## src/rtl/cond_flag_unit_pkg.sv

```systemverilog
// Shared definitions for the condition/flag unit: ARM condition codes and
// bit positions of the {N,Z,C,V} status nibble.
package cond_flag_unit_pkg;

  localparam logic [3:0] COND_EQ = 4'h0;
  localparam logic [3:0] COND_NE = 4'h1;
  localparam logic [3:0] COND_CS = 4'h2;
  localparam logic [3:0] COND_CC = 4'h3;
  localparam logic [3:0] COND_MI = 4'h4;
  localparam logic [3:0] COND_PL = 4'h5;
  localparam logic [3:0] COND_VS = 4'h6;
  localparam logic [3:0] COND_VC = 4'h7;
  localparam logic [3:0] COND_HI = 4'h8;
  localparam logic [3:0] COND_LS = 4'h9;
  localparam logic [3:0] COND_GE = 4'hA;
  localparam logic [3:0] COND_LT = 4'hB;
  localparam logic [3:0] COND_GT = 4'hC;
  localparam logic [3:0] COND_LE = 4'hD;
  localparam logic [3:0] COND_AL = 4'hE;
  localparam logic [3:0] COND_NV = 4'hF;

  localparam int FLAG_N = 3;
  localparam int FLAG_Z = 2;
  localparam int FLAG_C = 1;
  localparam int FLAG_V = 0;

endpackage

```

## src/rtl/cond_flag_unit_if.sv

```systemverilog
// Signal bundle between ID/WB (master side) and the condition/flag unit (slave side).
interface cond_flag_unit_if #(
  parameter int LANES       = 1,
  parameter int MAX_PENDING = 3
);
  localparam int PEND_W = $clog2(MAX_PENDING + 1);

  logic                flush;
  logic [LANES-1:0]    id_valid;
  logic [4*LANES-1:0]  id_cond;
  logic [LANES-1:0]    id_sets_flags;
  logic                wb_flag_we;
  logic [3:0]          wb_flags;
  logic                id_stall;
  logic [LANES-1:0]    ex_valid;
  logic [LANES-1:0]    ex_exec;
  logic [3:0]          status_q;
  logic [PEND_W-1:0]   pending_cnt;

  modport master (
    output flush, id_valid, id_cond, id_sets_flags, wb_flag_we, wb_flags,
    input  id_stall, ex_valid, ex_exec, status_q, pending_cnt
  );

  modport slave (
    input  flush, id_valid, id_cond, id_sets_flags, wb_flag_we, wb_flags,
    output id_stall, ex_valid, ex_exec, status_q, pending_cnt
  );

endinterface

```

## src/rtl/cond_flag_unit_cond_eval.sv

```systemverilog
// Combinational ARM condition check: 4-bit condition field against {N,Z,C,V}.
module cond_eval
  import cond_flag_unit_pkg::*;
(
  input  logic [3:0] cond,
  input  logic [3:0] flags,
  output logic       pass
);

  logic n, z, c, v;

  assign n = flags[FLAG_N];
  assign z = flags[FLAG_Z];
  assign c = flags[FLAG_C];
  assign v = flags[FLAG_V];

  always_comb begin
    pass = 1'b0;
    case (cond)
      COND_EQ: pass = z;
      COND_NE: pass = ~z;
      COND_CS: pass = c;
      COND_CC: pass = ~c;
      COND_MI: pass = n;
      COND_PL: pass = ~n;
      COND_VS: pass = v;
      COND_VC: pass = ~v;
      COND_HI: pass = c & ~z;
      COND_LS: pass = ~c | z;
      COND_GE: pass = (n == v);
      COND_LT: pass = (n != v);
      COND_GT: pass = ~z & (n == v);
      COND_LE: pass = z | (n != v);
      COND_AL: pass = 1'b1;
      COND_NV: pass = 1'b0;
      default: pass = 1'b0;
    endcase
  end

endmodule

```

## src/rtl/cond_flag_unit.sv

```systemverilog
// NZCV status register, in-flight flag-writer tracking and ID stall generation
// for up to LANES instructions per cycle, with a registered per-lane execute flag.
module cond_flag_unit
  import cond_flag_unit_pkg::*;
#(
  parameter int LANES       = 1,
  parameter int MAX_PENDING = 3
) (
  input  logic             clk,
  input  logic             rst,
  cond_flag_unit_if.slave  bus
);

  localparam int PEND_W = $clog2(MAX_PENDING + 1);
  localparam int SET_W  = $clog2(LANES + 1);
  localparam int SUM_W  = PEND_W + SET_W + 1;

  logic [3:0]        status_q, status_d;
  logic [PEND_W-1:0] pending_cnt_q, pending_cnt_d;
  logic [LANES-1:0]  ex_valid_q, ex_valid_d;
  logic [LANES-1:0]  ex_exec_q, ex_exec_d;

  logic [3:0]        eff_flags;
  logic [PEND_W-1:0] pend_eff;
  logic [LANES-1:0]  lane_pass;
  logic [LANES-1:0]  accepted;
  logic [SET_W-1:0]  n_set;
  logic [SUM_W-1:0]  demand;
  logic              hazard, setter_ahead, stall, issue;

  // WB bypass: an instruction issuing alongside a flag commit sees the new flags.
  assign eff_flags = bus.wb_flag_we ? bus.wb_flags : status_q;
  assign pend_eff  = pending_cnt_q - PEND_W'(bus.wb_flag_we && (pending_cnt_q != '0));

  for (genvar g = 0; g < LANES; g++) begin : g_lane
    cond_eval u_cond_eval (
      .cond  (bus.id_cond[4*g +: 4]),
      .flags (eff_flags),
      .pass  (lane_pass[g])
    );
  end

  // A conditional lane is stale if any older writer is still in flight,
  // including an older lane of the same group.
  always_comb begin
    hazard       = 1'b0;
    setter_ahead = 1'b0;
    n_set        = '0;
    for (int i = 0; i < LANES; i++) begin
      if (bus.id_valid[i]) begin
        if ((bus.id_cond[4*i +: 4] != COND_AL) && ((pend_eff != '0) || setter_ahead))
          hazard = 1'b1;
        if (bus.id_sets_flags[i]) begin
          setter_ahead = 1'b1;
          n_set        = n_set + SET_W'(1);
        end
      end
    end
    demand = SUM_W'(pend_eff) + SUM_W'(n_set);
    stall  = hazard || (demand > SUM_W'(MAX_PENDING));
  end

  always_comb begin
    issue         = ~stall & ~bus.flush;
    accepted      = bus.id_valid & {LANES{issue}};
    ex_valid_d    = accepted;
    ex_exec_d     = accepted & lane_pass;
    status_d      = bus.wb_flag_we ? bus.wb_flags : status_q;
    pending_cnt_d = pend_eff;
    if (bus.flush)
      pending_cnt_d = '0;
    else if (issue)
      pending_cnt_d = PEND_W'(demand);
  end

  always_ff @(posedge clk) begin
    if (rst) begin
      status_q      <= '0;
      pending_cnt_q <= '0;
      ex_valid_q    <= '0;
      ex_exec_q     <= '0;
    end else begin
      status_q      <= status_d;
      pending_cnt_q <= pending_cnt_d;
      ex_valid_q    <= ex_valid_d;
      ex_exec_q     <= ex_exec_d;
    end
  end

  assign bus.id_stall    = stall;
  assign bus.ex_valid    = ex_valid_q;
  assign bus.ex_exec     = ex_exec_q;
  assign bus.status_q    = status_q;
  assign bus.pending_cnt = pending_cnt_q;

  // A WB commit with nothing in flight means the tracking has lost sync with the pipe.
  wb_underflow_chk: assert property (@(posedge clk) disable iff (rst)
    !(bus.wb_flag_we && (pending_cnt_q == '0)));

endmodule
```

## src/flat_wrapper.sv

```systemverilog
// flat-port wrapper written by rule: the top's interface ports become plain ports
module cond_flag_unit_flat import cond_flag_unit_pkg::*;
#(
  parameter int LANES       = 1,
  parameter int MAX_PENDING = 3
)
  (clk, rst, bus_flush, bus_id_valid, bus_id_cond, bus_id_sets_flags, bus_wb_flag_we, bus_wb_flags, bus_id_stall, bus_ex_valid, bus_ex_exec, bus_status_q, bus_pending_cnt);
  cond_flag_unit_if #(.LANES(LANES), .MAX_PENDING(MAX_PENDING)) bus_i ();
  input  logic clk;
  input  logic rst;
  input wire logic [$bits(bus_i.flush)-1:0] bus_flush;
  input wire logic [$bits(bus_i.id_valid)-1:0] bus_id_valid;
  input wire logic [$bits(bus_i.id_cond)-1:0] bus_id_cond;
  input wire logic [$bits(bus_i.id_sets_flags)-1:0] bus_id_sets_flags;
  input wire logic [$bits(bus_i.wb_flag_we)-1:0] bus_wb_flag_we;
  input wire logic [$bits(bus_i.wb_flags)-1:0] bus_wb_flags;
  output wire logic [$bits(bus_i.id_stall)-1:0] bus_id_stall;
  output wire logic [$bits(bus_i.ex_valid)-1:0] bus_ex_valid;
  output wire logic [$bits(bus_i.ex_exec)-1:0] bus_ex_exec;
  output wire logic [$bits(bus_i.status_q)-1:0] bus_status_q;
  output wire logic [$bits(bus_i.pending_cnt)-1:0] bus_pending_cnt;
  assign bus_i.flush = bus_flush;
  assign bus_i.id_valid = bus_id_valid;
  assign bus_i.id_cond = bus_id_cond;
  assign bus_i.id_sets_flags = bus_id_sets_flags;
  assign bus_i.wb_flag_we = bus_wb_flag_we;
  assign bus_i.wb_flags = bus_wb_flags;
  assign bus_id_stall = bus_i.id_stall;
  assign bus_ex_valid = bus_i.ex_valid;
  assign bus_ex_exec = bus_i.ex_exec;
  assign bus_status_q = bus_i.status_q;
  assign bus_pending_cnt = bus_i.pending_cnt;
  cond_flag_unit #(.LANES(LANES), .MAX_PENDING(MAX_PENDING)) u_core (.clk(clk), .rst(rst), .bus(bus_i));
endmodule
```

## config.mk

```make
export PLATFORM = sky130hd
export DESIGN_NAME = cond_flag_unit_flat
export DESIGN_NICKNAME = d
export VERILOG_FILES = /design/src/rtl/cond_flag_unit_pkg.sv /design/src/rtl/cond_flag_unit_if.sv /design/src/rtl/cond_flag_unit_cond_eval.sv /design/src/rtl/cond_flag_unit.sv /design/src/flat_wrapper.sv
export SDC_FILE = /design/constraint.sdc
export NUM_CORES = 1
export LEC_CHECK = 0
export CAP_MARGIN = 25
export CORE_MARGIN = 5
export CORE_UTILIZATION = 34
export CTS_CLUSTER_DIAMETER = 150
export DETAILED_ROUTE_END_ITERATION = 10
export PLACE_DENSITY_LB_ADDON = 0.08
export SETUP_SLACK_MARGIN = 0.15
export SYNTH_ARGS = -nofsm -noshare
export SYNTH_HDL_FRONTEND = slang
export SYNTH_HIERARCHICAL = 1
export SYNTH_SLANG_ARGS = --single-unit
```

## constraint.sdc

```tcl
create_clock -name clk -period 2 [get_ports clk]
set_input_delay 0.2 -clock clk [delete_from_list [all_inputs] [get_ports clk]]
set_output_delay 0.2 -clock clk [all_outputs]
set_load 0.02 [all_outputs]
```

==> flow_metrics.py <==
metrics = {
    "final_layout": {
        "final_net_count": 120,
        "n_fill_cell": 153,
        "layout_commonest_cell": "clkdlybuf4s50_1",
        "layout_common_cells": "19 x clkdlybuf4s50_1, 15 x buf_4, 7 x dfxtp_1, 5 x nand2_1, 5 x nor2b_1",
        "drive_above_1_share_pct": 38.24,
        "layoutNonFillerInstCount": 119,
        "insertedDiodeCount": 0,
        "area_growth_pct": 69.74,
    },
    "synthesis": {
        "yosysSeqAreaShare_pct": 27.47,
        "syn_area_um2": 583.1,
        "yosysUniqueCellTypes": 31,
        "avgSynthCellArea_um2": 9.110,
        "ys_ff_latch": 8,
        "synth_cells": 64,
        "syn_nets": 80,
        "yosysWarnings": 6,
    },
    "critical_path": {
        "cpLargestDelayFamily": "adder cells",
        "worstSetupStartpointType": "flip-flop",
        "r2r_setup_slack_ns": 0.31,
        "crit_type": "reg -> out",
        "slowest_stage": "dfxtp_2",
        "worst-path-stages": 7,
        "crit_path_end": "bus_id_stall",
        "reg2reg_from": "u_core/bus.status_q[3]",
        "crit_start": "u_core/bus.pending_cnt[0]",
        "worstPathCellList": "o21a_1, ha_4, xor2_2, ha_2, inv_2, o31ai_4, buf_6",
        "worstPathRequired_ns": 1.80,
        "critical_path.max_stage_delay_ns": 0.32,
        "crit_path_max_fanout": 3,
        "reg2reg_depth": 7,
        "cp.arrival_ns": 1.55,
        "cp-end-kind": "output pin",
        "r2r-end": "u_core/bus.ex_exec",
        "path_buf_inv": 2,
    },
    "clock_network": {
        "ctsHoldBuffers": 0,
        "clock_path_buffers": 2,
        "root_buffer": "clkbuf_4",
        "worstSkewPairLatency_ns": 0.25,
        "cts.sinks": 8,
        "path_clk_slew_ns": 0.05,
        "cts_buffers": 3,
        "cts_tree": "built",
        "cts_setup_buffers": 0,
        "h-tree-depth": 1,
    },
    "route": {
        "drtPass1Iterations": 3,
        "viasPerCell": 4.857,
        "wl_um": 1352,
        "via_count": 578,
        "drc": 0,
        "wl_per_cell_um": 11.36,
        "antenna_left": 0,
        "drtIter0Drc": 4,
    },
    "floorplan": {
        "coreArea_mm2": 0.001670,
        "die_h_um": 51.41,
        "ios": 23,
        "die_area_mm2": 0.002643,
        "num_rows": 15,
        "start_util_pct": 34.91,
        "dieWidth_um": 51.41,
    },
    "min_path": {
        "worstHoldPathType": "in -> reg",
    },
    "placement": {
        "dp.final_hpwl_um": 1081,
        "io_buffers": 22,
        "gp_congestion": 0.8005,
        "dp_cells": 116,
    },
    "pwr": {
        "p_per_area_mw_per_mm2": 502.4,
        "ir_drop_mv": 0.2824,
        "finalPower_mw": 0.4972,
        "p_leak_nw": 0.4138,
    },
    "timing": {
        "tightest_slew_ns": 0.2858,
        "finalHoldViolCount": 0,
        "slew_headroom_pct": 80.83,
        "max_freq_mhz": 570.6,
        "period_share_pct": 87.62,
        "rsz0062_at_grt": "yes",
        "fin_crit_ns": 1.752,
        "setup_viol": 0,
        "slew_violations": 0,
        "fin_worst_skew_ns": 0.0007723,
    },
    "grt": {
        "track_usage_pct": 11.35,
        "antenna_found_initial": 0,
        "grt_pass1_wl_um": 2221,
        "grt-ovfl-total": 0,
        "grt_pass1_vias": 549,
        "grt_start_max_net_pins": 9,
    },
    "run": {
        "max_cap_violations": 0,
    },
    "status": {
        "outcome": "complete, no violations",
    },
}
worst register-to-register path: cells and delay by family (launching register included):
family	cells	cell delay [ns]
AO/OA/AOI/OAI	3	0.47
XOR/XNOR	2	0.34
flip-flops	1	0.31
multiplexers	1	0.29
AND/OR/NAND/NOR	1	0.19
repair_timing:
action	in CTS	in global routing
pin swaps	0	2
setup endpoints to repair	2	2
resized for setup	5	14
endpoints found under the hold margin	0	0
worst min-delay path by stage:
stage                                start                   endpoint  slack [ns]  depth (start not counted)
floorplan                              rst     u_core/bus.status_q[0]        0.27                          1
global placement    u_core/bus.status_q[1]     u_core/bus.status_q[1]        0.66                          2
detailed placement  u_core/bus.status_q[1]     u_core/bus.status_q[1]        0.67                          2
CTS                      bus_id_sets_flags  u_core/bus.pending_cnt[0]        0.61                          3
global route               bus_wb_flags[3]     u_core/bus.status_q[3]        0.47                          4
finish                     bus_wb_flags[3]     u_core/bus.status_q[3]        0.45                          4
synth_stat cells, drive strengths merged:
| cell | n | area share [%] |
|---|---|---|
| dfxtp | 8 | 27 |
| nand2 | 5 | 3.2 |
| nor2 | 5 | 3.6 |
| nor2b | 5 | 5.4 |
| inv | 4 | 2.6 |
| mux2 | 4 | 7.7 |
| xor2 | 4 | 6.0 |
| a21oi | 3 | 2.6 |
| mux2i | 3 | 5.2 |
| ha | 2 | 4.3 |
| nor3 | 2 | 1.7 |
| nor4b | 2 | 4.1 |
| a2111oi | 1 | 1.7 |
| a211oi | 1 | 1.3 |
| a311oi | 1 | 1.5 |
| and2b | 1 | 1.7 |
| and4b | 1 | 2.4 |
| buf | 1 | 1.3 |
| clkbuf | 1 | 0.64 |
| nand2b | 1 | 1.1 |
| o2111ai | 1 | 2.6 |
| o21a | 1 | 1.3 |
| o21ai | 1 | 0.86 |
| o22a | 1 | 1.5 |
| o22ai | 1 | 1.1 |
| o31ai | 1 | 3.6 |
| or2 | 1 | 1.1 |
| or3 | 1 | 1.1 |
| xnor2 | 1 | 1.5 |
registers in the layout, summed over array words and instances (netlist names):
signal and cells:
u_core/bus.ex_valid 1, u_core/bus.status_q 4, u_core/bus.ex_exec 1, u_core/bus.pending_cnt 2
stage by stage:
step	hold WS, ns	util [%]	instance area (µm²)	TNS, ns	setup slack [ns]
finish	0.4483	59.25	989.7	0	0.2475
global route	0.4670	59.25	989.7	0	0.1340
CTS	0.6052	57.23	955.9	0	0.007060
detailed placement	0.6675	55.43	925.9	-0.7727	-0.4027
global placement	0.6591	55.43	925.9	-0.7485	-0.3779
floorplan	0.2716	-	583.1	0	0.2219
metal layers:
| layer | GRT usage (%) | up-vias | wire length, µm |
|---|---|---|---|
| met5 | 0 | - | 0 |
| met3 | 5.248 | 2 | 103 |
| li1 | - | 302 | - |
| met4 | 5.240 | 0 | 12 |
| met2 | 18.43 | 14 | 694 |
| met1 | 12.46 | 260 | 542 |
report_power, final:
part / leakage [nW] / switching (mW) / total, mW / internal (mW)
registers: 0.0660 / 0.00385 / 0.172 / 0.169
logic: 0.334 / 0.0850 / 0.200 / 0.115
clock network: 0.0138 / 0.0557 / 0.124 / 0.0687
total: 0.414 / 0.145 / 0.497 / 0.353
final cells by class:
cell class	instances	area [µm²]	share of cell area, %
Multi-Input combinational cell	50	437.9	44.25
Tap cell	17	21.27	2.149
Timing Repair Buffer	37	331.6	33.50
Sequential cell	8	161.4	16.31
Inverter	4	15.01	1.517
Clock buffer	3	22.52	2.276
logic make-up after synthesis:
logic type / Yosys count / synth area share, %
and+or+nand+nor: 24 / 25.32
AOI/OAI and AO/OA: 12 / 18.03
DFF: 8 / 27.47
muxes: 7 / 12.88
buffers and inverters: 6 / 4.506
xor gates and xnor gates: 5 / 7.510
adders and majority gates: 2 / 4.291
(Power assumes the default switching activity.)
